$ cat src/rtl/mem_wb_pipe_reg_n.sv
// MEM/WB stage for an N-issue pipeline: valid/ready handshake, 2-entry skid, flush, in-stage WAW resolution.
// Optional MEM_WB_STATS_EN adds saturating stall_cnt / flush_cnt outputs.
`timescale 1ns/1ps
module mem_wb_pipe_reg_n #(
    parameter int LANES  = 2,
    parameter int DATA_W = 32,
    parameter int RD_W   = 3,
    parameter int FLAG_W = 4
) (
    input  logic                       clk,
    input  logic                       reset,
    input  logic                       flush,
    input  logic                       in_valid,
    output logic                       in_ready,
    input  logic [LANES-1:0]           in_regWrite,
    input  logic [LANES*RD_W-1:0]      in_rd,
    input  logic [LANES*DATA_W-1:0]    in_data,
    input  logic [LANES*FLAG_W-1:0]    in_flag,
    input  logic [LANES*FLAG_W-1:0]    in_flag_we,
`ifdef MEM_WB_STATS_EN
    output logic [15:0]                stall_cnt,
    output logic [15:0]                flush_cnt,
`endif
    output logic                       out_valid,
    input  logic                       out_ready,
    output logic [LANES-1:0]           out_regWrite,
    output logic [LANES*RD_W-1:0]      out_rd,
    output logic [LANES*DATA_W-1:0]    out_data,
    output logic [LANES*FLAG_W-1:0]    out_flag,
    output logic [LANES*FLAG_W-1:0]    out_flag_we
);
    // Stored bundle layout, LSB first: regWrite, rd, data, flag, flag_we.
    localparam int RD_LO   = LANES;
    localparam int DATA_LO = RD_LO + LANES * RD_W;
    localparam int FLAG_LO = DATA_LO + LANES * DATA_W;
    localparam int FW_LO   = FLAG_LO + LANES * FLAG_W;
    localparam int PW      = FW_LO + LANES * FLAG_W;

    logic [LANES-1:0]        rw_res;
    logic [LANES*FLAG_W-1:0] fw_res;
    logic [PW-1:0]           in_pay;

    logic          main_valid_q, main_valid_d;
    logic          skid_valid_q, skid_valid_d;
    logic [PW-1:0] main_pay_q, main_pay_d;
    logic [PW-1:0] skid_pay_q, skid_pay_d;

    logic accept;
    logic drain;

    // Younger lanes (higher index) win; older lanes lose conflicting write enables.
    for (genvar gi = 0; gi < LANES; gi++) begin : g_waw
        logic              rw_kill;
        logic [FLAG_W-1:0] fw_kill;
        always_comb begin
            rw_kill = 1'b0;
            fw_kill = '0;
            for (int j = gi + 1; j < LANES; j++) begin
                if (in_regWrite[j] && (in_rd[j*RD_W +: RD_W] == in_rd[gi*RD_W +: RD_W]))
                    rw_kill = 1'b1;
                fw_kill = fw_kill | in_flag_we[j*FLAG_W +: FLAG_W];
            end
        end
        assign rw_res[gi] = in_regWrite[gi] & ~rw_kill;
        assign fw_res[gi*FLAG_W +: FLAG_W] = in_flag_we[gi*FLAG_W +: FLAG_W] & ~fw_kill;
    end

    assign in_pay = {fw_res, in_flag, in_data, in_rd, rw_res};
    assign accept = in_valid && in_ready;
    assign drain  = main_valid_q && out_ready;

    always_comb begin
        main_valid_d = main_valid_q;
        skid_valid_d = skid_valid_q;
        main_pay_d   = main_pay_q;
        skid_pay_d   = skid_pay_q;
        if (flush) begin
            main_valid_d = 1'b0;
            skid_valid_d = 1'b0;
        end else if (!main_valid_q || drain) begin
            if (skid_valid_q) begin
                main_valid_d = 1'b1;
                main_pay_d   = skid_pay_q;
                skid_valid_d = 1'b0;
            end else if (accept) begin
                main_valid_d = 1'b1;
                main_pay_d   = in_pay;
            end else begin
                main_valid_d = 1'b0;
            end
        end else if (accept) begin
            skid_valid_d = 1'b1;
            skid_pay_d   = in_pay;
        end
    end

    always_ff @(posedge clk or negedge reset) begin
        if (!reset) begin
            main_valid_q <= 1'b0;
            skid_valid_q <= 1'b0;
            main_pay_q   <= '0;
            skid_pay_q   <= '0;
        end else begin
            main_valid_q <= main_valid_d;
            skid_valid_q <= skid_valid_d;
            main_pay_q   <= main_pay_d;
            skid_pay_q   <= skid_pay_d;
        end
    end

    assign in_ready     = !skid_valid_q;
    assign out_valid    = main_valid_q;
    assign out_regWrite = main_pay_q[0 +: LANES] & {LANES{main_valid_q}};
    assign out_rd       = main_pay_q[RD_LO +: LANES*RD_W];
    assign out_data     = main_pay_q[DATA_LO +: LANES*DATA_W];
    assign out_flag     = main_pay_q[FLAG_LO +: LANES*FLAG_W];
    assign out_flag_we  = main_pay_q[FW_LO +: LANES*FLAG_W] & {(LANES*FLAG_W){main_valid_q}};

`ifdef MEM_WB_STATS_EN
    logic [15:0] stall_cnt_q;
    logic [15:0] flush_cnt_q;

    always_ff @(posedge clk or negedge reset) begin
        if (!reset) begin
            stall_cnt_q <= '0;
            flush_cnt_q <= '0;
        end else begin
            if (main_valid_q && !out_ready && (stall_cnt_q != 16'hFFFF))
                stall_cnt_q <= stall_cnt_q + 16'd1;
            if (flush && (main_valid_q || skid_valid_q) && (flush_cnt_q != 16'hFFFF))
                flush_cnt_q <= flush_cnt_q + 16'd1;
        end
    end

    assign stall_cnt = stall_cnt_q;
    assign flush_cnt = flush_cnt_q;
`endif
endmodule
$ cat config.mk
export PLATFORM = sky130hd
export DESIGN_NAME = mem_wb_pipe_reg_n
export DESIGN_NICKNAME = d
export VERILOG_FILES = /design/src/rtl/mem_wb_pipe_reg_n.sv
export SDC_FILE = /design/constraint.sdc
export NUM_CORES = 1
export LEC_CHECK = 0
export BUFFER_PORTS_ARGS = -buffer_cell sky130_fd_sc_hd__buf_2
export CAP_MARGIN = 0
export CORE_ASPECT_RATIO = 1.2
export CORE_MARGIN = 8
export CORE_UTILIZATION = 40
export CTS_CLUSTER_SIZE = 14
export DETAILED_ROUTE_END_ITERATION = 6
export GPL_ROUTABILITY_DRIVEN = 0
export GPL_TIMING_DRIVEN = 0
export PLACE_DENSITY = 0.61
export REMOVE_ABC_BUFFERS = 1
export SETUP_SLACK_MARGIN = 0.3
export SYNTH_ARGS = -nofsm -noshare
export SYNTH_HDL_FRONTEND = slang
export SYNTH_SLANG_ARGS = --single-unit
export TNS_END_PERCENT = 1
$ cat constraint.sdc
create_clock -name clk -period 3.6 [get_ports clk]
set_input_delay 0 -clock clk [delete_from_list [all_inputs] [get_ports clk]]
set_output_delay 0 -clock clk [all_outputs]
set_load 0.1 [all_outputs]
==> results.py <==
metrics = {
    "status": {
        "status": "completed",
    },
    "detailed_routing": {
        "drc": 0,
        "drtAntennaViolNets": 0,
        "drt_pass1_iterations": 4,
        "post_drt_wl_per_cell_um": 16.7,
        "first_iter_violations": 116,
        "dr_total_vias": 5074,
        "finalWirelength_mm": 17.7,
        "vias_per_cell": 4.78,
    },
    "finish": {
        "nNetsFinal": 871,
        "diodes": 0,
        "drive_gt1_frac": 0.597,
        "final_cells": 1061,
        "area_growth_pct": 25.8,
    },
    "critical_path": {
        "cp_slowest_cell": "dfrtp_4",
        "cp_num_buf_inv": 3,
        "end_kind": "flop",
        "critical_path.most_common_cell": "buf_16",
        "cp_data_arrival_time_ns": 3.12,
        "slowest_delay_ns": 0.83,
        "cp_cell_sequence": "buf_16, nor2_4, nor3_4, buf_16, buf_16, mux2_2",
        "critPathLaunchType": "flop",
        "crit_type": "reg -> reg",
        "crit_family": "flip-flops",
        "cp.required_ns": 3.90,
        "worstPathMaxFanout": 48,
    },
    "run": {
        "max-cap-violations": 0,
    },
    "global_route": {
        "grt_pass1_vias": 5801,
        "grt_first_pass_wirelength_mm": 29.7,
        "grt_use_total": 0.140,
        "grt-ovfl-total": 0,
        "grt_start_max_net_pins": 91,
        "antenna_found_initial": 0,
    },
    "power": {
        "p_leak_nw": 4.91,
        "p_clk_frac": 0.269,
        "p_seq_frac": 0.389,
        "combPwrFrac": 0.342,
        "p_int_mw": 4.13,
        "peakVddDrop_uv": 361,
        "switching_share": 0.393,
        "power.switching_mw": 2.68,
        "p_total_mw": 6.81,
        "powerDensity_mw_per_mm2": 637,
    },
    "clock_tree": {
        "cts_made_buffers": 17,
        "cts_buffer_depth": 2,
        "path_clk_slew_ns": 0.07,
        "cts_resized": 0,
        "cts_hold_buf": 88,
        "htree_levels": 4,
        "root_buffer": "clkbuf_16",
        "clk_latency_ns": 0.42,
        "post_cts_buffers": 0,
        "cts.sinks": 178,
        "cts_tree": "built",
    },
    "floorplanning": {
        "die_x_um": 149,
        "core_area_mm2": 0.0209,
        "initial_utilization": 0.406,
        "ios": 183,
        "rows": 58,
        "dieArea_mm2": 0.0262,
        "fp.dieH_um": 176,
    },
    "logic_synthesis": {
        "netlist_area_mm2": 0.00850,
        "syn_area_per_cell_um2": 14.4,
        "yosys-top-cells-count": "mux2_2 (226), dfrtp_1 (178), buf_4 (87), mux2_4 (20), buf_2 (14)",
        "async_reset_ff_frac": 1.00,
        "synth-main-ff-cell": "dfrtp_1",
        "synth-edff-count": 0,
        "synth_seq_area_share": 0.524,
        "synth_cell_type_count": 30,
        "ys_top_cells_by_area": "dfrtp_1 (52%), mux2_2 (30%), buf_4 (7.7%), mux2_4 (3.5%), mux2_1 (0.93%)",
        "synth_warnings": 0,
        "yosys.cell_count.top_type": "mux2_2",
        "synth_top_area_frac": 0.524,
        "yosysTopAreaCell": "dfrtp_1",
        "ys_seq_elements": 178,
        "syn_inst": 589,
    },
    "sta": {
        "fmax_mhz": 354,
        "fin_worst_skew_ns": 0.0103,
        "slew_headroom": 0.461,
        "hold_viol": 0,
        "setup_viol": 0,
        "maxSlewViolCount": 0,
        "min_period_ns": 2.82,
        "fin_crit_sh": 0.784,
        "worst_pin_slew_ns": 0.805,
        "rsz0062_at_grt": "false",
    },
    "placed_design": {
        "dp_cells": 941,
        "port-buffer-count": 182,
        "dp.final_hpwl_mm": 12.4,
    },
    "hold_path": {
        "holdCritPathClass": "in -> reg",
    },
}
-- final timing paths --
path | cells past startpoint | end | slack (ns) | start
max in group asynchronous | 3 | skid_valid_q$_DFFE_PN0P_ | 2.51 | reset
min reg2reg | 1 | main_pay_q[85]$_DFFE_PN0P_ | 0.48 | main_pay_q[85]$_DFFE_PN0P_
max | 6 | main_pay_q[24]$_DFFE_PN0P_ | 0.78 | skid_valid_q$_DFFE_PN0P_
max reg2reg | 6 | main_pay_q[24]$_DFFE_PN0P_ | 0.78 | skid_valid_q$_DFFE_PN0P_
min in group asynchronous | 2 | skid_pay_q[67]$_DFFE_PN0P_ | 0.19 | reset
min | 3 | skid_valid_q$_DFFE_PN0P_ | 0.01 | in_valid
-- area by class of cell --
| type | instances | area [µm²] |
|---|---|---|
| repair buffers | 279 | 2040 |
| clock buffers | 19 | 433 |
| well taps | 270 | 338 |
| fillers | 1806 | 10200 |
| clock inverters | 13 | 150 |
| flip-flops and latches | 178 | 4460 |
| multi-input cells | 299 | 3260 |
| inverters | 3 | 11.3 |
-- layout by cell type (no fill, tap or decap), drive strengths merged --
cell / Yosys / routed
mux2: 253 / 253
buf: 105 / 191
dfrtp: 178 / 178
dlygate4sd3: 0 / 88
clkbuf: 4 / 19
and2: 10 / 10
inv: 3 / 7
nor2b: 6 / 6
clkinv: 0 / 6
o21ai: 5 / 5
mux2i: 4 / 4
o31ai: 4 / 4
xnor2: 3 / 3
nand2: 2 / 2
bufinv: 0 / 2
nor2: 2 / 2
nor3: 2 / 2
nand4: 2 / 2
a21o: 1 / 1
or3: 1 / 1
a32o: 1 / 1
a41oi: 1 / 1
nand2b: 1 / 1
a21oi: 1 / 1
clkinvlp: 0 / 1
-- per-stage QoR --
stage / util / area (µm²) / worst slack (ns) / setup TNS [ns] / hold WS [ns]
2_1_floorplan: - / 7720 / -2.45 / -282.45 / -0.296
3_3_place_gp: 0.429 / 8970 / -5.88 / -702.62 / 0.246
3_5_place_dp: 0.441 / 9220 / 0.718 / 0 / 0.0553
4_1_cts: 0.511 / 10700 / 0.708 / 0 / 0.00985
5_1_grt: 0.511 / 10700 / 0.607 / 0 / 0.0368
6_report: 0.511 / 10700 / 0.779 / 0 / 0.0133
-- kinds of logic after synthesis --
group,synth area share
multiplexers,0.349
AND/OR/NAND/NOR,0.0209
AO/OA/AOI/OAI,0.0102
buffers and inverters,0.0926
flip-flops,0.524
XOR/XNOR,0.00309
-- worst reg2reg max path, cell delays in order (launching register included) --
cell     delay [ns]
dfrtp_4        0.83
buf_16         0.34
nor2_4         0.12
nor3_4         0.63
buf_16         0.25
buf_16         0.17
mux2_2         0.36
-- state kept, by name (all words and copies together) (netlist names) --
name and cells:
main_pay_q 88, skid_pay_q 88, out_valid 1, skid_valid_q 1
-- power groups by stage --
stage / Sequential, mW / Combinational, mW / Clock (mW)
after floorplan: 3.87 / 0.606 / 0
after global placement: 2.66 / 2.22 / 0
after detailed placement: 2.69 / 2.28 / 0
after CTS: 2.65 / 2.35 / 1.90
after global routing: 2.71 / 2.43 / 1.97
final: 2.65 / 2.33 / 1.83
-- per-layer routing --
layer  routed length, µm  GRT usage
met1                7340      0.162
met2                9300      0.246
met3                 794     0.0348
met4                 297     0.0480
met5                   0          0
Note: power is estimated with default switching activity, not from simulation.
